## src/rtl/gddr_cfg_sequencer_if.sv

```systemverilog
// CSR config request/ack bus between the sequencer and the NAP CSR master.
// master: drives tgt_id/wr_rdn/addr/wdata/req; slave: returns rdata/ack.
interface gddr_cfg_sequencer_if #(
  parameter int AW = 28,
  parameter int DW = 32
);
  logic [5:0]    tgt_id;
  logic          wr_rdn;
  logic [AW-1:0] addr;
  logic [DW-1:0] wdata;
  logic          req;
  logic [DW-1:0] rdata;
  logic          ack;

  modport master (
    output tgt_id, wr_rdn, addr, wdata, req,
    input  rdata, ack
  );

  modport slave (
    input  tgt_id, wr_rdn, addr, wdata, req,
    output rdata, ack
  );
endinterface

```

## src/rtl/gddr_cfg_sequencer.sv

```systemverilog
// Walks a ROM command table (END/WRITE/POLL/DELAY) and drives the cfg bus.
// Ports: clk/reset, i_start, ROM addr/data, cfg master, busy/done/error.
module gddr_cfg_sequencer #(
  parameter int CFG_ADDR_WIDTH = 28,
  parameter int CFG_DATA_WIDTH = 32,
  parameter int ROM_ADDR_WIDTH = 8,
  parameter int POLL_MAX       = 1024,
  parameter int GAP_CYCLES     = 2
) (
  input  logic                      i_cfg_clk,
  input  logic                      i_cfg_reset_n,
  input  logic                      i_start,
  output logic [ROM_ADDR_WIDTH-1:0] o_rom_addr,
  input  logic [2+6+CFG_ADDR_WIDTH+2*CFG_DATA_WIDTH-1:0] i_rom_data,
  gddr_cfg_sequencer_if.master      cfg,
  output logic                      o_busy,
  output logic                      o_done,
  output logic                      o_error,
  output logic [ROM_ADDR_WIDTH-1:0] o_err_index
);

  localparam int AW = CFG_ADDR_WIDTH;
  localparam int DW = CFG_DATA_WIDTH;
  localparam int RA = ROM_ADDR_WIDTH;
  localparam int RW = 2 + 6 + AW + 2 * DW;
  localparam int PW = $clog2(POLL_MAX + 1);
  localparam int GW = $clog2(GAP_CYCLES + 1);

  localparam logic [PW-1:0] POLL_LAST = PW'(POLL_MAX - 1);
  localparam logic [GW-1:0] GAP_LAST  = GW'(GAP_CYCLES - 1);
  localparam logic [DW-1:0] DLY_LAST  = DW'(1);

  typedef enum logic [2:0] {
    S_IDLE,
    S_FETCH,
    S_DECODE,
    S_REQ,
    S_GAP,
    S_DELAY
  } state_t;

  state_t        state_q, state_d;
  logic [RA-1:0] rom_addr_q, rom_addr_d;
  logic [5:0]    tgt_q, tgt_d;
  logic          wr_q, wr_d;
  logic [AW-1:0] addr_q, addr_d;
  logic [DW-1:0] wdata_q, wdata_d;
  logic [DW-1:0] mask_q, mask_d;
  logic          req_q, req_d;
  logic          busy_q, busy_d;
  logic          done_q, done_d;
  logic          err_q, err_d;
  logic [RA-1:0] err_idx_q, err_idx_d;
  logic [PW-1:0] poll_q, poll_d;
  logic [GW-1:0] gap_q, gap_d;
  logic [DW-1:0] dly_q, dly_d;
  logic          adv_q, adv_d;

  logic [1:0]    e_op;
  logic [5:0]    e_tgt;
  logic [AW-1:0] e_addr;
  logic [DW-1:0] e_data;
  logic [DW-1:0] e_mask;
  logic          op_end, op_wr, op_poll, op_dly;
  logic          match;

  assign e_op   = i_rom_data[RW-1 -: 2];
  assign e_tgt  = i_rom_data[RW-3 -: 6];
  assign e_addr = i_rom_data[2*DW +: AW];
  assign e_data = i_rom_data[DW +: DW];
  assign e_mask = i_rom_data[0 +: DW];

  assign op_end  = (e_op == 2'b00);
  assign op_wr   = (e_op == 2'b01);
  assign op_poll = (e_op == 2'b10);
  assign op_dly  = (e_op == 2'b11);

  // Poll expectation lives in wdata_q; only masked bits are compared.
  assign match = (((cfg.rdata ^ wdata_q) & mask_q) == '0);

  always_comb begin
    state_d    = state_q;
    rom_addr_d = rom_addr_q;
    tgt_d      = tgt_q;
    wr_d       = wr_q;
    addr_d     = addr_q;
    wdata_d    = wdata_q;
    mask_d     = mask_q;
    req_d      = req_q;
    busy_d     = busy_q;
    done_d     = done_q;
    err_d      = err_q;
    err_idx_d  = err_idx_q;
    poll_d     = poll_q;
    gap_d      = gap_q;
    dly_d      = dly_q;
    adv_d      = adv_q;
    case (state_q)
      S_IDLE: begin
        if (i_start) begin
          done_d     = 1'b0;
          err_d      = 1'b0;
          err_idx_d  = '0;
          rom_addr_d = '0;
          busy_d     = 1'b1;
          state_d    = S_FETCH;
        end
      end
      S_FETCH: begin
        state_d = S_DECODE;
      end
      S_DECODE: begin
        unique case (1'b1)
          op_end: begin
            busy_d  = 1'b0;
            done_d  = 1'b1;
            state_d = S_IDLE;
          end
          op_wr, op_poll: begin
            tgt_d   = e_tgt;
            addr_d  = e_addr;
            wdata_d = e_data;
            mask_d  = e_mask;
            wr_d    = op_wr;
            req_d   = 1'b1;
            poll_d  = '0;
            state_d = S_REQ;
          end
          op_dly: begin
            if (e_data == '0) begin
              rom_addr_d = rom_addr_q + 1'b1;
              state_d    = S_FETCH;
            end else begin
              dly_d   = e_data;
              state_d = S_DELAY;
            end
          end
          default: state_d = S_IDLE;
        endcase
      end
      S_REQ: begin
        if (cfg.ack) begin
          req_d = 1'b0;
          gap_d = '0;
          if (wr_q || match) begin
            adv_d   = 1'b1;
            state_d = S_GAP;
          end else if (poll_q < POLL_LAST) begin
            poll_d  = poll_q + 1'b1;
            adv_d   = 1'b0;
            state_d = S_GAP;
          end else begin
            err_d     = 1'b1;
            err_idx_d = rom_addr_q;
            busy_d    = 1'b0;
            state_d   = S_IDLE;
          end
        end
      end
      S_GAP: begin
        if (gap_q == GAP_LAST) begin
          if (adv_q) begin
            rom_addr_d = rom_addr_q + 1'b1;
            state_d    = S_FETCH;
          end else begin
            req_d   = 1'b1;
            state_d = S_REQ;
          end
        end else begin
          gap_d = gap_q + 1'b1;
        end
      end
      S_DELAY: begin
        if (dly_q == DLY_LAST) begin
          rom_addr_d = rom_addr_q + 1'b1;
          state_d    = S_FETCH;
        end else begin
          dly_d = dly_q - 1'b1;
        end
      end
      default: state_d = S_IDLE;
    endcase
  end

  always_ff @(posedge i_cfg_clk or negedge i_cfg_reset_n) begin
    if (!i_cfg_reset_n) begin
      state_q    <= S_IDLE;
      rom_addr_q <= '0;
      tgt_q      <= '0;
      wr_q       <= 1'b0;
      addr_q     <= '0;
      wdata_q    <= '0;
      mask_q     <= '0;
      req_q      <= 1'b0;
      busy_q     <= 1'b0;
      done_q     <= 1'b0;
      err_q      <= 1'b0;
      err_idx_q  <= '0;
      poll_q     <= '0;
      gap_q      <= '0;
      dly_q      <= '0;
      adv_q      <= 1'b0;
    end else begin
      state_q    <= state_d;
      rom_addr_q <= rom_addr_d;
      tgt_q      <= tgt_d;
      wr_q       <= wr_d;
      addr_q     <= addr_d;
      wdata_q    <= wdata_d;
      mask_q     <= mask_d;
      req_q      <= req_d;
      busy_q     <= busy_d;
      done_q     <= done_d;
      err_q      <= err_d;
      err_idx_q  <= err_idx_d;
      poll_q     <= poll_d;
      gap_q      <= gap_d;
      dly_q      <= dly_d;
      adv_q      <= adv_d;
    end
  end

  assign o_rom_addr  = rom_addr_q;
  assign o_busy      = busy_q;
  assign o_done      = done_q;
  assign o_error     = err_q;
  assign o_err_index = err_idx_q;
  assign cfg.tgt_id  = tgt_q;
  assign cfg.wr_rdn  = wr_q;
  assign cfg.addr    = addr_q;
  assign cfg.wdata   = wdata_q;
  assign cfg.req     = req_q;

endmodule

```

## src/flat_wrapper.sv

```systemverilog
// flat-port wrapper written by rule: the top's interface ports become plain ports
module gddr_cfg_sequencer_flat 
#(
  parameter int CFG_ADDR_WIDTH = 28,
  parameter int CFG_DATA_WIDTH = 32,
  parameter int ROM_ADDR_WIDTH = 8,
  parameter int POLL_MAX       = 1024,
  parameter int GAP_CYCLES     = 2
)
  (i_cfg_clk, i_cfg_reset_n, i_start, o_rom_addr, i_rom_data, o_busy, o_done, o_error, o_err_index, cfg_tgt_id, cfg_wr_rdn, cfg_addr, cfg_wdata, cfg_req, cfg_rdata, cfg_ack);
  gddr_cfg_sequencer_if #(.AW((28)), .DW((32))) cfg_i ();
  input  logic i_cfg_clk;
  input  logic i_cfg_reset_n;
  input  logic i_start;
  output logic [ROM_ADDR_WIDTH-1:0] o_rom_addr;
  input  logic [2+6+CFG_ADDR_WIDTH+2*CFG_DATA_WIDTH-1:0] i_rom_data;
  output logic o_busy;
  output logic o_done;
  output logic o_error;
  output logic [ROM_ADDR_WIDTH-1:0] o_err_index;
  output wire logic [$bits(cfg_i.tgt_id)-1:0] cfg_tgt_id;
  output wire logic [$bits(cfg_i.wr_rdn)-1:0] cfg_wr_rdn;
  output wire logic [$bits(cfg_i.addr)-1:0] cfg_addr;
  output wire logic [$bits(cfg_i.wdata)-1:0] cfg_wdata;
  output wire logic [$bits(cfg_i.req)-1:0] cfg_req;
  input wire logic [$bits(cfg_i.rdata)-1:0] cfg_rdata;
  input wire logic [$bits(cfg_i.ack)-1:0] cfg_ack;
  assign cfg_tgt_id = cfg_i.tgt_id;
  assign cfg_wr_rdn = cfg_i.wr_rdn;
  assign cfg_addr = cfg_i.addr;
  assign cfg_wdata = cfg_i.wdata;
  assign cfg_req = cfg_i.req;
  assign cfg_i.rdata = cfg_rdata;
  assign cfg_i.ack = cfg_ack;
  gddr_cfg_sequencer #(.CFG_ADDR_WIDTH(CFG_ADDR_WIDTH), .CFG_DATA_WIDTH(CFG_DATA_WIDTH), .ROM_ADDR_WIDTH(ROM_ADDR_WIDTH), .POLL_MAX(POLL_MAX), .GAP_CYCLES(GAP_CYCLES)) u_core (.i_cfg_clk(i_cfg_clk), .i_cfg_reset_n(i_cfg_reset_n), .i_start(i_start), .o_rom_addr(o_rom_addr), .i_rom_data(i_rom_data), .cfg(cfg_i), .o_busy(o_busy), .o_done(o_done), .o_error(o_error), .o_err_index(o_err_index));
endmodule
```

## config.mk

```make
export PLATFORM = sky130hd
export DESIGN_NAME = gddr_cfg_sequencer_flat
export DESIGN_NICKNAME = d
export VERILOG_FILES = /design/src/rtl/gddr_cfg_sequencer_if.sv /design/src/rtl/gddr_cfg_sequencer.sv /design/src/flat_wrapper.sv
export SDC_FILE = /design/constraint.sdc
export NUM_CORES = 1
export LEC_CHECK = 0
export ABC_AREA = 1
export CORE_MARGIN = 2
export CORE_UTILIZATION = 42
export DETAILED_ROUTE_END_ITERATION = 8
export GPL_TIMING_DRIVEN = 0
export PLACE_DENSITY = 0.72
export SETUP_SLACK_MARGIN = 0.3
export SYNTH_ARGS = -nofsm -noshare
export SYNTH_HDL_FRONTEND = slang
export SYNTH_SLANG_ARGS = --single-unit
```

## constraint.sdc

```tcl
create_clock -name i_cfg_clk -period 2 [get_ports i_cfg_clk]
set_input_delay 0.4 -clock i_cfg_clk [delete_from_list [all_inputs] [get_ports i_cfg_clk]]
set_output_delay 0.4 -clock i_cfg_clk [all_outputs]
set_load 0.02 [all_outputs]
```

==> results.md <==
- Status: finished with violations
- Violations in the final reports: setup timing
- Total power of the final layout: 20.5 mW
- CTS tree: done
- Pin count of the biggest net entering global routing: 88
- Critical path data required time: 2.34 ns
- Max capacitance violation total: 0
- Wire length per cell: 18.0 um
- Critical path's slowest cell: sky130_fd_sc_hd__dfrtp_1
- Setup slack of the most critical reg-to-reg path: -0.12 ns
- Library cell occupying the most area in the post-synthesis netlist: sky130_fd_sc_hd__dfrtp_1
- Kind of cell with the highest combined delay on the critical path: simple AND/OR/NAND/NOR gates
- Final-report hold violation count: 0
- Worst Hold Endpoint: u_core.cfg.wdata[29]
- Final setup violation count: 24
- Final HPWL DP: roughly 22,000 um
- Start point of the worst hold path: i_rom_data[61]
- Later-pin clock latency in the skew report: 0.44 ns
- Power density normalized to cell area: 1450 nW/um^2
- Total GRT Usage: 28.2%
- Number of global-route vias before repair: roughly 9,800
- Distinct cells, synth: 46
- Final clock skew: 0.0123 ns
- Starting DRC count in detailed routing: 738
- Via density per instance: 5.24
- Critical path launch point type: flop
- Number of I/O port buffers: 222
- Data arrival time of the critical path: 2.46 ns
- Number of vias after detailed routing: 9,962
- H-tree levels: 4
- Crit. End Element: flop
- Final-layout fill cell count: 1,786
- CTS root buffer: sky130_fd_sc_hd__clkbuf_16
- Maximum root-to-sink buffer count: 2
- Cell area after layout: about 14,000 sq um
- I/O pins: around 220
- Sequential share of the synthesized area: a little under half
- FF-to-FF path depth: 11
- Total Negative Setup Slacks: -0.862 ns
- Number of enable flip-flop cells after synthesis: 0
- Share of async-settable or async-resettable flops after synthesis: between 90% and 100%
- Most common cell after layout, fill and taps aside: sky130_fd_sc_hd__nand2_1
- End of the worst register-to-register path: u_core.state_q[0]
- Critical path buffer and inverter count: 3
- Fraction of final layout cells with drive strength greater than 1: around a quarter
- Standard-cell row count: 54
- Largest stage delay on the critical path: 0.45 ns
- Final weighted congestion of routability-driven global placement: 0.929
- Final clock period utilization by the worst path: 106%
- Number of antenna violations at the first check in global routing: 1
- DRC violations left: 0
- Count of pins over their slew limit: 0
- Register clock-pin slew on the reported worst setup and hold paths: 0.07 ns
- Static power due to leakage: 7.28 nW
- Total detailed-routing wirelength: 34,200 um
- Mapped Area: 9180 sq um
- Dpl cell area: 11,800 sq um
- Initial Utilization: a little over two fifths
- Overall overflow remaining after global route: 0
- Syn_nets: 1,411
- Worst slew margin relative to its limit: approximately 56%
- Mapped Cells: about 1,300
- Worst hold margin: 0.424 ns
- Number of buffers created by CTS: 17
- Total area of multi-input combinational cells: 4840 sq um
- CP cell instances: nor2_1, nand2_1, inv_2, nand4_2, nor2_4, buf_6, nor2_4, buf_6, nor3_4, nand2_1, o21ai_1
- Slack of the critical path: -0.123 ns
- Area occupied by registers: 4210 sq um
- Worst Tran Pin Value: 0.667 ns
- Inserted Diodes: 0
- Ranking of synthesized cells by area: sky130_fd_sc_hd__dfrtp_1 46%, sky130_fd_sc_hd__nand2_1 22%, sky130_fd_sc_hd__inv_1 5.2%
- Depth of the worst hold-timing path: 3
- Area Overhead vs Synth: 53.8%
- CP Max Fanout: 4
- DIE AREA: 23,100 sq um
- First-pass detailed-route iteration total: 6
- Height of the chip: 152 um
- RSZ-0062 raised after global routing: yes
- Area share of the largest cell type after synthesis: 45.8%
- Count of antenna-violating nets left after detailed routing: 0
- Core Area: 21,600 sq um
- Synth warnings: 0
- Wire length of the first global-routing pass: 51,800 um
- Number of nets in the layout: 1,755
- Critical R2R Launch: u_core.dly_q[5]
- Per-instance average area after synthesis: 7.25 sq um
- Worst-case vdd ir drop: 788 uV
- Category of the critical setup timing path: reg -> reg
- Min Clock Period, post-route: 2.12 ns
- Worst setup timing slack at the placement stage: -0.623 ns
- Top library cells by usage in the layout, fill and taps aside: 468 x sky130_fd_sc_hd__nand2_1, 160 x sky130_fd_sc_hd__dfrtp_1, 117 x sky130_fd_sc_hd__inv_1
- Type of the tightest min-delay check: in -> reg
- Highest attainable clock frequency: 471 MHz
- Top_reg_cell synth: sky130_fd_sc_hd__dfrtp_1
- Seq cells post-synth: 168
- Total number of clock tree sinks: 168
- Die outline width: around 150 um
[per-stage QoR]
stage,utilization [%],instances
floorplan,-,1266
global placement,54.4,1768
detailed placement,54.5,1769
CTS,62.9,1886
global route,65.3,1902
finish,65.3,1902
[final cells by class]
| type | instances | area share (%) |
|---|---|---|
| Multi-Input combinational cell | 920 | 34.3 |
| Sequential cell | 168 | 29.8 |
| Buffer | 42 | 2.92 |
| Inverter | 137 | 3.73 |
| Timing Repair Buffer | 324 | 22.7 |
| Clock buffer | 17 | 3.01 |
| Clock inverter | 14 | 1.08 |
| Tap cell | 280 | 2.48 |
[Yosys cell counts (all sizes together), types with 9 or more instances]
cell and count:
inv 137, nand4 30, dfrtp 168, ha 9, nor2 102, xor2 22, a21oi 9, clkbuf 12
nand3 64, nand2 553, buf 30, o21ai 90
[metal layers]
layer / up-vias / global-route usage (%) / wire, um
li1: 4637 / - / -
met1: 4666 / 35.2 / 13100
met2: 526 / 46.6 / 16300
met3: 133 / 6.65 / 3050
met4: 0 / 12.7 / 1700
met5: - / 0 / 0
[registers in the layout, indices dropped and copies added, names as in the netlist]
name,count
u_core.adv_q,1
u_core.cfg.addr,28
u_core.cfg.req,1
u_core.cfg.tgt_id,6
u_core.cfg.wdata,32
u_core.cfg.wr_rdn,1
u_core.dly_q,32
u_core.gap_q,2
u_core.mask_q,32
u_core.o_busy,1
u_core.o_done,1
u_core.o_err_index,8
u_core.o_error,1
u_core.o_rom_addr,8
u_core.poll_q,11
u_core.state_q,3
[what timing repair did]
item / CTS / global route
hold buffers: 1 / 0
setup buffers: 73 / 16
hold endpoints to repair: 54 / 0
setup endpoints to repair: 251 / 168
gates resized for setup: 300 / 137
gates cloned: 12 / 0
pin swaps: 43 / 44
[kinds of logic after synthesis]
kind of cell	count (synthesis)	share of synthesized area [%]
adder cells (fa/ha/maj)	9	1.23
multiplexers	1	0.123
XOR/XNOR	25	2.39
buffers and inverters	179	8.00
AO/OA/AOI/OAI	111	6.86
flip-flops	168	45.8
AND/OR/NAND/NOR	773	35.6
[how the worst max path moves through the flow]
stage,startpoint,to,depth (start not counted)
global placement,i_cfg_reset_n,u_core.cfg.addr[20],1
global route,u_core.dly_q[4],u_core.state_q[0],11
detailed placement,i_rom_data[98],u_core.mask_q[24],10
CTS,u_core.dly_q[27],u_core.dly_q[19],11
finish,u_core.dly_q[5],u_core.state_q[0],11
floorplan,u_core.cfg.wdata[16],u_core.poll_q[10],12
[tightest hold or removal path: cells and delay by family]
| family | cells | cell delay [ns] |
|---|---|---|
| AND/OR/NAND/NOR | 1 | 0.07 |
| AO/OA/AOI/OAI | 1 | 0.06 |
| buffers and inverters | 1 | 0.29 |
[power by group]
group | internal (mW) | switching [mW]
clock | 1.77 | 1.60
combinational | 4.85 | 6.37
sequential | 4.78 | 1.09
No activity file was read; power rests on OpenSTA's default activity.
